**config.mk**
```make
export PLATFORM = sky130hd
export DESIGN_NAME = fetch_sequencer_flat
export DESIGN_NICKNAME = d
export VERILOG_FILES = /design/src/rtl/fetch_sequencer_pkg.sv /design/src/rtl/fetch_sequencer_if.sv /design/src/rtl/fetch_sequencer.sv /design/src/flat_wrapper.sv
export SDC_FILE = /design/constraint.sdc
export NUM_CORES = 1
export LEC_CHECK = 0
export CORE_MARGIN = 1
export CORE_UTILIZATION = 46
export DETAILED_ROUTE_END_ITERATION = 12
export PLACE_DENSITY = 0.85
export SYNTH_ARGS = -nofsm -noshare
export SYNTH_HDL_FRONTEND = slang
export SYNTH_SLANG_ARGS = --single-unit
```
**constraint.sdc**
```tcl
create_clock -name clk -period 4.6 [get_ports clk]
set_input_delay 0.69 -clock clk [delete_from_list [all_inputs] [get_ports clk]]
set_output_delay 0.69 -clock clk [all_outputs]
set_load 0.05 [all_outputs]
```
**src/rtl/fetch_sequencer_pkg.sv**
```systemverilog
// Shared fetch-unit definitions: FSM state encoding, instruction size and fetch exception causes.
package fetch_sequencer_pkg;

    localparam int unsigned INSTR_BYTES = 4;
    localparam logic [3:0] EXC_INSTR_ADDR_MISALIGNED = 4'd0;

    typedef enum logic [2:0] {
        StIdle,
        StReq,
        StWait,
        StDrain,
        StOut
    } fetch_state_e;

    function automatic logic is_misaligned(input logic [31:0] addr);
        return addr[1:0] != 2'b00;
    endfunction

endpackage

```
**src/rtl/fetch_sequencer_if.sv**
```systemverilog
// Memory, redirect and IF-stage signals of the fetch sequencer; master is the sequencer side.
interface fetch_sequencer_if;

    logic        mem_req;
    logic [31:0] mem_addr;
    logic        mem_gnt;
    logic        mem_rvalid;
    logic [31:0] mem_rdata;
    logic        redirect_valid;
    logic [31:0] redirect_pc;
    logic        out_valid;
    logic        out_ready;
    logic [31:0] out_pc;
    logic [31:0] out_instr;
    logic        out_exception;
    logic [3:0]  out_exception_cause;
    logic        busy;

    modport master (
        output mem_req, mem_addr, out_valid, out_pc, out_instr, out_exception,
               out_exception_cause, busy,
        input  mem_gnt, mem_rvalid, mem_rdata, redirect_valid, redirect_pc, out_ready
    );

    modport slave (
        input  mem_req, mem_addr, out_valid, out_pc, out_instr, out_exception,
               out_exception_cause, busy,
        output mem_gnt, mem_rvalid, mem_rdata, redirect_valid, redirect_pc, out_ready
    );

endinterface

```
**src/rtl/fetch_sequencer.sv**
```systemverilog
// Single-outstanding instruction fetch sequencer: PC register, fetch FSM and registered IF output.
module fetch_sequencer
    import fetch_sequencer_pkg::*;
#(
    parameter logic [31:0] RESET_VECTOR = 32'h0000_0000
) (
    input  logic               clk,
    input  logic               rst_n,
    fetch_sequencer_if.master  bus
);

    fetch_state_e state_q;
    logic [31:0]  pc_q;
    logic         booted_q;
    logic         out_valid_q;
    logic [31:0]  out_pc_q;
    logic [31:0]  out_instr_q;
    logic         out_exc_q;
    logic [3:0]   out_cause_q;

    logic pc_misaligned;
    logic mem_req;
    logic req_granted;

    assign pc_misaligned = is_misaligned(pc_q);
    // A misaligned PC never reaches memory; REQ turns it into an exception word instead.
    assign mem_req       = (state_q == StReq) && !pc_misaligned;
    assign req_granted   = mem_req && bus.mem_gnt;

    always_ff @(posedge clk) begin
        if (!rst_n) begin
            state_q     <= StIdle;
            pc_q        <= RESET_VECTOR;
            booted_q    <= 1'b0;
            out_valid_q <= 1'b0;
            out_pc_q    <= '0;
            out_instr_q <= '0;
            out_exc_q   <= 1'b0;
            out_cause_q <= '0;
        end else if (bus.redirect_valid) begin
            pc_q     <= bus.redirect_pc;
            booted_q <= 1'b1;
            case (state_q)
                StIdle, StOut: begin
                    state_q     <= StReq;
                    out_valid_q <= 1'b0;
                end
                StReq:           state_q <= req_granted ? StDrain : StIdle;
                StWait, StDrain: state_q <= bus.mem_rvalid ? StReq : StDrain;
                default:         state_q <= StIdle;
            endcase
        end else begin
            case (state_q)
                StIdle: begin
                    // Hold IDLE one extra cycle after reset so the first request
                    // appears on the second edge after release.
                    booted_q <= 1'b1;
                    if (booted_q) state_q <= StReq;
                end
                StReq: begin
                    if (pc_misaligned) begin
                        out_valid_q <= 1'b1;
                        out_pc_q    <= pc_q;
                        out_instr_q <= '0;
                        out_exc_q   <= 1'b1;
                        out_cause_q <= EXC_INSTR_ADDR_MISALIGNED;
                        state_q     <= StOut;
                    end else if (bus.mem_gnt) begin
                        state_q <= StWait;
                    end
                end
                StWait: begin
                    if (bus.mem_rvalid) begin
                        out_valid_q <= 1'b1;
                        out_pc_q    <= pc_q;
                        out_instr_q <= bus.mem_rdata;
                        out_exc_q   <= 1'b0;
                        out_cause_q <= '0;
                        pc_q        <= pc_q + 32'(INSTR_BYTES);
                        state_q     <= StOut;
                    end
                end
                StDrain: begin
                    if (bus.mem_rvalid) state_q <= StReq;
                end
                StOut: begin
                    if (bus.out_ready) begin
                        out_valid_q <= 1'b0;
                        state_q     <= StReq;
                    end
                end
                default: state_q <= StIdle;
            endcase
        end
    end

    assign bus.mem_req             = mem_req;
    assign bus.mem_addr            = pc_q;
    assign bus.busy                = (state_q == StWait) || (state_q == StDrain);
    assign bus.out_valid           = out_valid_q;
    assign bus.out_pc              = out_pc_q;
    assign bus.out_instr           = out_instr_q;
    assign bus.out_exception       = out_exc_q;
    assign bus.out_exception_cause = out_cause_q;

endmodule

```
**src/flat_wrapper.sv**
```systemverilog
// flat-port wrapper written by rule: the top's interface ports become plain ports
module fetch_sequencer_flat import fetch_sequencer_pkg::*;
#(
    parameter logic [31:0] RESET_VECTOR = 32'h0000_0000
)
  (clk, rst_n, bus_mem_req, bus_mem_addr, bus_out_valid, bus_out_pc, bus_out_instr, bus_out_exception, bus_out_exception_cause, bus_busy, bus_mem_gnt, bus_mem_rvalid, bus_mem_rdata, bus_redirect_valid, bus_redirect_pc, bus_out_ready);
  fetch_sequencer_if bus_i ();
  input  logic clk;
  input  logic rst_n;
  output wire logic [$bits(bus_i.mem_req)-1:0] bus_mem_req;
  output wire logic [$bits(bus_i.mem_addr)-1:0] bus_mem_addr;
  output wire logic [$bits(bus_i.out_valid)-1:0] bus_out_valid;
  output wire logic [$bits(bus_i.out_pc)-1:0] bus_out_pc;
  output wire logic [$bits(bus_i.out_instr)-1:0] bus_out_instr;
  output wire logic [$bits(bus_i.out_exception)-1:0] bus_out_exception;
  output wire logic [$bits(bus_i.out_exception_cause)-1:0] bus_out_exception_cause;
  output wire logic [$bits(bus_i.busy)-1:0] bus_busy;
  input wire logic [$bits(bus_i.mem_gnt)-1:0] bus_mem_gnt;
  input wire logic [$bits(bus_i.mem_rvalid)-1:0] bus_mem_rvalid;
  input wire logic [$bits(bus_i.mem_rdata)-1:0] bus_mem_rdata;
  input wire logic [$bits(bus_i.redirect_valid)-1:0] bus_redirect_valid;
  input wire logic [$bits(bus_i.redirect_pc)-1:0] bus_redirect_pc;
  input wire logic [$bits(bus_i.out_ready)-1:0] bus_out_ready;
  assign bus_mem_req = bus_i.mem_req;
  assign bus_mem_addr = bus_i.mem_addr;
  assign bus_out_valid = bus_i.out_valid;
  assign bus_out_pc = bus_i.out_pc;
  assign bus_out_instr = bus_i.out_instr;
  assign bus_out_exception = bus_i.out_exception;
  assign bus_out_exception_cause = bus_i.out_exception_cause;
  assign bus_busy = bus_i.busy;
  assign bus_i.mem_gnt = bus_mem_gnt;
  assign bus_i.mem_rvalid = bus_mem_rvalid;
  assign bus_i.mem_rdata = bus_mem_rdata;
  assign bus_i.redirect_valid = bus_redirect_valid;
  assign bus_i.redirect_pc = bus_redirect_pc;
  assign bus_i.out_ready = bus_out_ready;
  fetch_sequencer #(.RESET_VECTOR(RESET_VECTOR)) u_core (.clk(clk), .rst_n(rst_n), .bus(bus_i));
endmodule
```
==> impl_metrics.csv <==
group,metric,value,unit
status,status,"finished with violations",
status,violations,"DRC",
setup_path,max_stage_delay,0.83,ns
setup_path,critical_path_required,3.91,ns
synthesis,syn-instance-count,506,
finish,area_growth,44.1,%
sta,fin_skew,0.00800,ns
drt,ant_nets,0,
synthesis,synth_flop_cell,"dfxtp_1",
global_route,grt_max_degree,67,
finish,drive_gt1_frac,0.0516,
worst_hold_path,min_path_type,"reg2reg",
clock_tree,htree_levels,3,
power_and_ir_drop,cell_internal_pwr,1.29,mW
drt,drc,9,
drt,dr.pass1.iters,9,
synthesis,synth_area_leaders,"dfxtp_1, a21oi_1, nand2_1",
drt,vias,4258,
sta,slew-limit-headroom,0.139,
setup_path,crit_path_cell_trace,"or4_1, inv_2, clkdlybuf4s50_1",
clock_tree,cts_buffer_depth,2,
sta,hold_slack,0.459,ns
die,die_x,98.0,µm
setup_path,crit_type,"reg2out",
clock_tree,clk_latency,0.36,ns
sta,drv_slew,0,
die,die_h,98.0,µm
sta,hold_viol,0,
clock_tree,clock_sinks,102,
setup_path,start_kind,"register",
global_route,grt_pass1_wl,19.9,mm
synthesis,async_flop_share,0,
run,drv_cap,0,
synthesis,yosys_register_bits,102,
synthesis,synth_top_family_by_area,"simple AND/OR/NAND/NOR gates",
sta,setup_ws,1.49,ns
finish,nets,725,
sta,fin_crit_sh,0.675,
synthesis,synthSimpleGateAreaFrac,0.218,
setup_path,slowest_stage,"clkdlybuf4s50_1",
setup_path,cp_top_family,"buffers and inverters",
synthesis,synth-adder-area-share,0.00295,
synthesis,yosysTopAreaCellShare,0.482,
clock_tree,clkTransAtPathRegs,0.10,ns
synthesis,yosys.area.top_type,"dfxtp_1",
power_and_ir_drop,pwr-share-comb,0.226,
global_route,gr-total-overflow,0,
synthesis,synth_mux_area_frac,0.00472,
synthesis,syn_area_per_cell,8.38,µm²
finish,layout_commonest_cell,"clkdlybuf4s50_1",
setup_path,crit_buf_inv,2,
die,rows,34,
power_and_ir_drop,peakVddDrop,0.207,mV
synthesis,synth_edf_count,0,
sta,fin_crit,3.11,ns
clock_tree,cts_root_buf,"clkbuf_8",
power_and_ir_drop,pwr-share-seq,0.504,
power_and_ir_drop,p_clk_frac,0.271,
setup_path,crit_arrival,2.42,ns
clock_tree,hold_buffers,0,
global_route,grt_usage,0.258,
power_and_ir_drop,p_sw_frac,0.332,
sta,rsz0062_at_grt,"false",
finish,n_fill_cell,681,
clock_tree,post-cts-setup-buffers,0,
die,start_util,0.482,
drt,routedWlPerCell,16.2,µm
die,core-area,8810,µm²
power_and_ir_drop,p_per_area,316,nW/µm²
drt,vias_per_cell,5.55,
drt,drtIter0Drc,236,
sta,finalSetupTns,0,ns
synthesis,synth_area,4240,µm²
drt,totalWireLength,12.4,mm
placed_design,port-buffer-count,169,
global_route,grt_pass1_vias,3966,
synthesis,synth-xor-area-share,0.0516,
placed_design,gp_congestion,0.849,
clock_tree,cts_resized,0,
synthesis,synth_compound_area_frac,0.190,
die,dieArea,9610,µm²
power_and_ir_drop,power_switching,0.642,mW
die,pin_count,174,
synthesis,yosysSeqAreaShare,0.482,
placed_design,place_ws,1.52,ns
sta,tightest_slew,1.29,ns
sta,max_freq,322,MHz
clock_tree,cts_buffers,9,
synthesis,ys_warn_count,0,
sta,finalSetupViolations,0,
finish,final_cell_mix,"clkdlybuf4s50_1, dfxtp_1, nand2_1, a21oi_1, nor2_1",
finish,diodes,0,
global_route,antenna_found_initial,0,
clock_tree,cts_tree,"yes",
power_and_ir_drop,leakagePower,2.04,nW
placed_design,hpwl,8.96,mm
synthesis,synth_cell_types,44,
setup_path,endpoint_kind,"output pin",
setup_path,path_max_fanout,13,
-- metrics by stage --
stage | instances | cell area (µm²) | util | power (mW)
2_1_floorplan | 509 | 4250 | - | 1.26
3_3_place_gp | 751 | 5930 | 0.674 | 1.42
3_5_place_dp | 751 | 5930 | 0.674 | 1.43
4_1_cts | 767 | 6110 | 0.694 | 1.94
5_1_grt | 767 | 6110 | 0.694 | 2.01
6_report | 767 | 6110 | 0.694 | 1.93
-- final cells by class --
cell class	instances	area, µm²	share of cell area
flip-flops and latches	102	2040	0.334
multi-input cells	361	2010	0.329
repair buffers	172	1710	0.280
well taps	108	135	0.0221
clock buffers	9	124	0.0203
clock inverters	7	56.3	0.00921
inverters	8	30.0	0.00491
-- final timing paths --
kind / slack (ns) / start / endpoint / cells after the start
max reg2reg: 2.29 / u_core.bus.mem_addr[4] / u_core.bus.mem_addr[13] / 5
max: 1.49 / u_core.state_q[2] / bus_mem_req / 3
min reg2reg: 0.46 / u_core.bus.out_pc[29] / u_core.bus.out_pc[29] / 2
min: 0.46 / u_core.bus.out_pc[29] / u_core.bus.out_pc[29] / 2
-- logic make-up after synthesis --
kind of cell	Yosys count
flops	102
xor+xnor	25
fa+ha+maj	1
buf+inv	46
other cells	1
simple gates	191
mux	2
compound gates	138
-- synthesized netlist by cell type (4+ instances only) --
library cell,n
a21oi_1,62
dfxtp_1,102
nand3_1,13
a22oi_1,32
xor2_1,14
o21ai_0,30
clkbuf_1,24
nor3_2,5
inv_1,7
xnor2_1,11
nor4_1,4
nor2_1,47
a31oi_1,5
buf_4,4
or3_1,5
buf_2,6
nand4_1,10
nor3_1,5
nand2b_1,5
nand2_1,82
-- metal layers --
| layer | wire (µm) | part of all wire | global-route usage |
|---|---|---|---|
| met3 | 657 | 0.053 | 0.0472 |
| met5 | 0 | 0 | 0 |
| met2 | 6310 | 0.51 | 0.442 |
| met1 | 5230 | 0.42 | 0.321 |
| met4 | 224 | 0.018 | 0.100 |
-- tightest hold or removal path, cell delays in order, from the launching register on --
cell and delay, ns:
dfxtp_1 0.32, nand2_1 0.05, a21oi_1 0.05
-- power by group through the flow --
| stage | Sequential, mW | Clock (mW) | Combinational, mW |
|---|---|---|---|
| finish | 0.973 | 0.523 | 0.436 |
| CTS | 0.972 | 0.531 | 0.436 |
| detailed placement | 0.992 | 0 | 0.434 |
| global placement | 0.989 | 0 | 0.428 |
| floorplan | 1.10 | 0 | 0.159 |
| global route | 0.980 | 0.570 | 0.461 |
-- flip-flops by register name (all words and copies together) (netlist names) --
name	count
u_core.bus.out_instr	32
u_core.bus.out_exception	1
u_core.booted_q	1
u_core.bus.out_pc	32
u_core.bus.out_valid	1
u_core.state_q	3
u_core.bus.mem_addr	32
Power figures use the tool's default switching activity.
